$ cat src/rtl/iq_byte_unpack.sv
// iq_byte_unpack: assembles little-endian I_lo, I_hi, Q_lo, Q_hi byte groups from the
// input byte FIFO into quantized signed I/Q pairs, written together to the I and Q FIFOs.
module iq_byte_unpack #(
    parameter int unsigned DATA_WIDTH  = 32,
    parameter int unsigned BITS        = 10,
    parameter int unsigned COUNT_WIDTH = 32
) (
    input  logic                   clock,
    input  logic                   reset,
    input  logic [7:0]             in_dout,
    input  logic                   in_empty,
    output logic                   in_rd_en,
    output logic [DATA_WIDTH-1:0]  i_out,
    output logic                   i_wr_en,
    input  logic                   i_full,
    output logic [DATA_WIDTH-1:0]  q_out,
    output logic                   q_wr_en,
    input  logic                   q_full,
    output logic [COUNT_WIDTH-1:0] pair_count
);

    typedef enum logic [2:0] {
        StILo,
        StIHi,
        StQLo,
        StQHi,
        StWrite
    } state_e;

    state_e                 state_q, state_d;
    logic [7:0]             i_lo_q, i_hi_q, q_lo_q;
    logic [DATA_WIDTH-1:0]  i_out_q, q_out_q;
    logic [COUNT_WIDTH-1:0] pair_count_q;

    // Sign-extend a 16-bit sample to DATA_WIDTH, then shift left; overflow simply truncates.
    function automatic logic [DATA_WIDTH-1:0] quantize(input logic [15:0] sample);
        logic [DATA_WIDTH-1:0] ext;
        ext = DATA_WIDTH'($signed(sample));
        return ext << BITS;
    endfunction

    // Next-state and strobes: read one byte per byte state, then write both FIFOs at once.
    always_comb begin
        state_d  = state_q;
        in_rd_en = 1'b0;
        i_wr_en  = 1'b0;
        q_wr_en  = 1'b0;
        // Strobes are held low for the whole time reset is asserted.
        if (!reset) begin
            unique case (state_q)
                StILo: begin
                    if (!in_empty) begin
                        in_rd_en = 1'b1;
                        state_d  = StIHi;
                    end
                end
                StIHi: begin
                    if (!in_empty) begin
                        in_rd_en = 1'b1;
                        state_d  = StQLo;
                    end
                end
                StQLo: begin
                    if (!in_empty) begin
                        in_rd_en = 1'b1;
                        state_d  = StQHi;
                    end
                end
                StQHi: begin
                    if (!in_empty) begin
                        in_rd_en = 1'b1;
                        state_d  = StWrite;
                    end
                end
                StWrite: begin
                    // No read-ahead: the next group waits until this pair is written.
                    if (!i_full && !q_full) begin
                        i_wr_en = 1'b1;
                        q_wr_en = 1'b1;
                        state_d = StILo;
                    end
                end
                default: state_d = StILo;
            endcase
        end
    end

    // State register.
    always_ff @(posedge clock or posedge reset) begin
        if (reset) begin
            state_q <= StILo;
        end else begin
            state_q <= state_d;
        end
    end

    // Byte capture; Q_hi is not stored, it feeds the quantized outputs directly.
    always_ff @(posedge clock or posedge reset) begin
        if (reset) begin
            i_lo_q  <= '0;
            i_hi_q  <= '0;
            q_lo_q  <= '0;
            i_out_q <= '0;
            q_out_q <= '0;
        end else if (in_rd_en) begin
            unique case (state_q)
                StILo: i_lo_q <= in_dout;
                StIHi: i_hi_q <= in_dout;
                StQLo: q_lo_q <= in_dout;
                StQHi: begin
                    i_out_q <= quantize({i_hi_q, i_lo_q});
                    q_out_q <= quantize({in_dout, q_lo_q});
                end
                default: ;
            endcase
        end
    end

    // Pair counter, wraps naturally.
    always_ff @(posedge clock or posedge reset) begin
        if (reset) begin
            pair_count_q <= '0;
        end else if (i_wr_en) begin
            pair_count_q <= pair_count_q + COUNT_WIDTH'(1);
        end
    end

    assign i_out      = i_out_q;
    assign q_out      = q_out_q;
    assign pair_count = pair_count_q;

endmodule

$ cat config.mk
export PLATFORM = sky130hd
export DESIGN_NAME = iq_byte_unpack
export DESIGN_NICKNAME = d
export VERILOG_FILES = /design/src/rtl/iq_byte_unpack.sv
export SDC_FILE = /design/constraint.sdc
export NUM_CORES = 1
export LEC_CHECK = 0
export CAP_MARGIN = 15
export CORE_ASPECT_RATIO = 1.1
export CORE_MARGIN = 5
export CORE_UTILIZATION = 35
export DETAILED_ROUTE_END_ITERATION = 10
export PLACE_DENSITY = 0.6
export SYNTH_ARGS = -nofsm -noshare
export SYNTH_HDL_FRONTEND = slang
export SYNTH_SLANG_ARGS = --single-unit
$ cat constraint.sdc
create_clock -name clock -period 5.1 [get_ports clock]
set_input_delay 1.02 -clock clock [delete_from_list [all_inputs] [get_ports clock]]
set_output_delay 1.02 -clock clock [all_outputs]
set_load 0.02 [all_outputs]
# Word-level counts from Yosys, hierarchy flattened
# Cells that the tools add are included.
[word_totals]
ff_bits = 91
inputBits = 13
output_inout_bits = 99
elab_cells = 40
[op_classes]
add_sub_neg = 1
n_eq_ne = 9
mux = 12
bitwise = 1
n_reduce_logical = 10
[ops]
columns = ["operator", "n"]
rows = [
  ["$add 32x1->32 const B", 1],
  ["$mux 3", 5],
  ["$pmux 3 s5", 1],
  ["$ne 2x2->1 const B", 5],
  ["$reduce_and 2->1", 4],
  ["$eq 3x2->1 const B", 2],
  ["$mux 1", 6],
  ["$reduce_and 6->1", 1],
  ["$reduce_or 4->1", 1],
  ["$eq 3x1->1 const B", 1],
  ["$eq 3x3->1 const B", 1],
  ["$logic_not 3->1", 1],
  ["$logic_not 1->1", 2],
  ["$logic_and 1x1->1", 1],
  ["$not 1->1", 1],
]

# Depth between registers and ports, before layout
[depth]
depth_word = 5
mapped_depth = 6
depth_no_buf = 5

# Least setup slack after synthesis
# No wires, ideal clock.
[synth_timing]
kind = "input -> register"
from = "input port reset"
to = "register state_q[0]"
setup_time_ns = 0.125
arrival_time_ns = 3.513
required_ns = 4.975
setup_slack_ns = 1.462
path_stages = 3
n_path_buf = 0
cell_sequence = "inv_1 o21ai_0 mux2_2"
[synth_via]
elab_chain_cells = 2
[synth_lines]
columns = ["element", "line_no", "rtl"]
rows = [
  ["start, declared", "9", "input logic reset,"],
  ["$not 1->1 (no source line)", "--", ""],
  ["$reduce_and 6->1 (no source line)", "--", ""],
  ["end signal, assigned", "91", "state_q <= StILo;"],
  ["end signal, assigned", "93", "state_q <= state_d;"],
  ["end, declared", "30", "state_e state_q, state_d;"],
]
# Every way passes these cells.
# A chain may end at the register's enable or synchronous reset.

# Final worst setup path
[layout_timing]
from = "input port i_full"
to = "output port q_wr_en"
[layout_via]
elab_chain_cells = 5
[layout_lines]
columns = ["element", "line_no", "rtl"]
rows = [
  ["start, declared", "15", "input logic i_full,"],
  ["$logic_not 1->1", "77", "if (!i_full && !q_full) begin"],
  ["$logic_and 1x1->1", "77", ""],
  ["$mux 1", "77", ""],
  ["$mux 1", "50", "unique case (state_q)"],
  ["$mux 1", "49", "if (!reset) begin"],
  ["end, declared", "17", "output logic q_wr_en,"],
]
# Every way passes these cells.

==> reports/metrics.cfg <==
[synthesis]
synth_top_cell_by_area = dfrtp_1
synth_xor_area_share_pct = 6.89
syn_inst = 295
synthTopCellsByArea = dfrtp_1 58%, mux2_2 17%, buf_4 6.3%
synth_compound_area_share_pct = 0.698
async_reset_ff_share_pct = 100
yosys_warnings = 0
yosys_register_bits = 91
synth_area_sq_um = 3940
synth_fa_ha_area_share_pct = 0.317
synth_edf_count = 0
synth_top_family_by_area = multiplexers
synth.avg_cell_area_sq_um = 13.4
yosys_most_used_dff = dfrtp_1
ys_seq_area_share_pct = 57.8
synth_common_cells = 91 x dfrtp_1, 58 x mux2_2, 33 x buf_4
synthSimpleGateAreaFrac_pct = 10.2
synth.area.mux_share_pct = 16.6
synth.most_common_cell = dfrtp_1
synth_cell_types = 31
yosysTopAreaCellShare_pct = 57.8

[floorplanning]
pin_count = 112
die-width_um = 111
fp.dieH_um = 121
rows = 40
coreArea_sq_um = 11000
start_util_pct = 36.0
dieArea_sq_um = 13500

[sta]
drv_slew = 0
slew_headroom_pct = 52.2
skew_ps = 4.08
whs_ps = 470
fin_crit_ps = 3840
worstMarginPinSlew_ps = 717
fmax_mhz = 260
finalHoldViolCount = 0
fin_crit_sh_pct = 75.3
setup_viol = 0
tns_ps = 0
rsz0062_at_grt = no

[finish]
fillers = 998
seq_area_sq_um = 2280
multiInputGateArea_sq_um = 1440
syn2layout_area_growth_pct = 30.1
final_util_pct = 46.8
layout.nets = 393
drive_gt1_share_pct = 21.6
design_area_sq_um = 5130
num_antenna_cells = 0

[clocking]
cts_made_buffers = 9
postCtsResizedCells = 0
insertion_delay_ps = 320
tritoncts = yes
clk_pin_slew_worst_paths_ps = 60
cts_setup_buffers = 0
clock-sinks = 91
h-tree-depth = 3
hold_buffers = 0
clockBufferDepth = 2
cts-root-buf = clkbuf_16

[run]
cap_viol_max_count = 0

[placed_design]
post_dp_cell_area_sq_um = 4840
port_buffers = 91
hpwl_um = 5400
place_congestion = 0.718

[setup_path]
reg2reg_from = state_q[0]
critical_path_peak_fanout = 7
end_kind = primary output
crit_arrival_ps = 2820
path_class = in -> out
regToRegSetupSlack_ps = 3140
cp.required_ps = 4080
ff2ff_path_depth = 5
timing.rr.end = pair_count[31]
crit_path_start_kind = input pin
crit_path_end = q_wr_en
critPathLaunch = i_full

[power]
power_density_nw_per_um2 = 504
swShare_pct = 31.1
p_leak_uw = 0.00224
clkPwrFrac_pct = 24.2
comb_power_share_pct = 34.2
seq_power_share_pct = 41.6
ir_drop_mv = 0.310
power.switching_uw = 805
intPower_uw = 1780

[routing]
vias_per_cell = 4.54
first_pass_iters = 4
wl_per_cell_um = 14.4
ant_nets = 0
drtIter0Drc = 83
dr_total_vias = 2413
routed_wl_um = 7640
drc = 0

[min_path]
hold_path.class = reg -> reg
holdPathStages = 1

[global_routing]
grt_pass1_vias = 2498
grt_pass1_wl_um = 12500
grt_usage_pct = 11.5
grt_max_degree = 59
grt-ovfl-total = 0
antenna_found_initial = 0

[run_status]
status = complete, no violations

-- per-stage QoR --
stage / instances / setup slack [ps] / power (uW)
6_report: 531 / 1260 / 2590
5_1_grt: 531 / 1130 / 2750
4_1_cts: 531 / 1240 / 2630
3_5_place_dp: 515 / 1240 / 1990
3_3_place_gp: 515 / 1270 / 1980
2_1_floorplan: 314 / 1460 / 1640
-- power groups by stage --
stage / clock network (uW) / registers [uW] / logic (uW)
after floorplan: 0 / 1220 / 419
after detailed placement: 0 / 1090 / 897
after global routing: 685 / 1110 / 948
final: 626 / 1080 / 885
after global placement: 0 / 1090 / 891
after CTS: 650 / 1080 / 901
-- cells by family (layout without fill, tap and decap cells) --
family	Yosys count	count (layout)
buffers and inverters	42	112
AO/OA/AOI/OAI	5	5
multiplexers	58	58
XOR/XNOR	31	31
other	1	20
flip-flops	91	91
AND/OR/NAND/NOR	66	66
adder cells (fa/ha/maj)	1	1
-- placed cells by master (no fill, tap or decap), drive strengths merged, types with 4 or more instances in the layout --
master	n
dfrtp	91
xor2	8
conb	20
nor2	10
mux2	58
and3	5
clkdlybuf4s50	91
nand4	7
clkbuf	11
and4	4
xnor2	23
nand3	13
nand2	17
-- worst min-delay path by stage --
stage / from / to
floorplan: i_lo_q[2] / i_out[12]
global placement: pair_count[31] / pair_count[31]
detailed placement: pair_count[31] / pair_count[31]
CTS: pair_count[31] / pair_count[31]
global route: pair_count[31] / pair_count[31]
finish: pair_count[31] / pair_count[31]
-- routing by layer --
metal	vias up	track usage, %	part of all wire [%]
met5	-	0	0
met4	0	4.11	1.1
met3	8	4.84	9.2
met2	82	18.4	46
met1	1195	13.8	43
li1	1128	-	-
-- sequential cells by signal, indices dropped and copies added, names as in the netlist --
signal	cells
pair_count	32
i_out	16
q_out	16
i_hi_q	8
i_lo_q	8
q_lo_q	8
state_q	3
-- critical path, stage by stage --
cell	delay (ps)
clkdlybuf4s50_1	470
nor4_4	350
and2_1	330
clkdlybuf4s50_1	650
-- final cells by class --
cell class	instances	share of cell area [%]
Multi-Input combinational cell	181	28.1
Clock inverter	5	0.707
Sequential cell	91	44.4
Timing Repair Buffer	93	18.0
Inverter	3	0.244
Clock buffer	11	4.93
Tap cell	147	3.58
(Power assumes the default switching activity.)
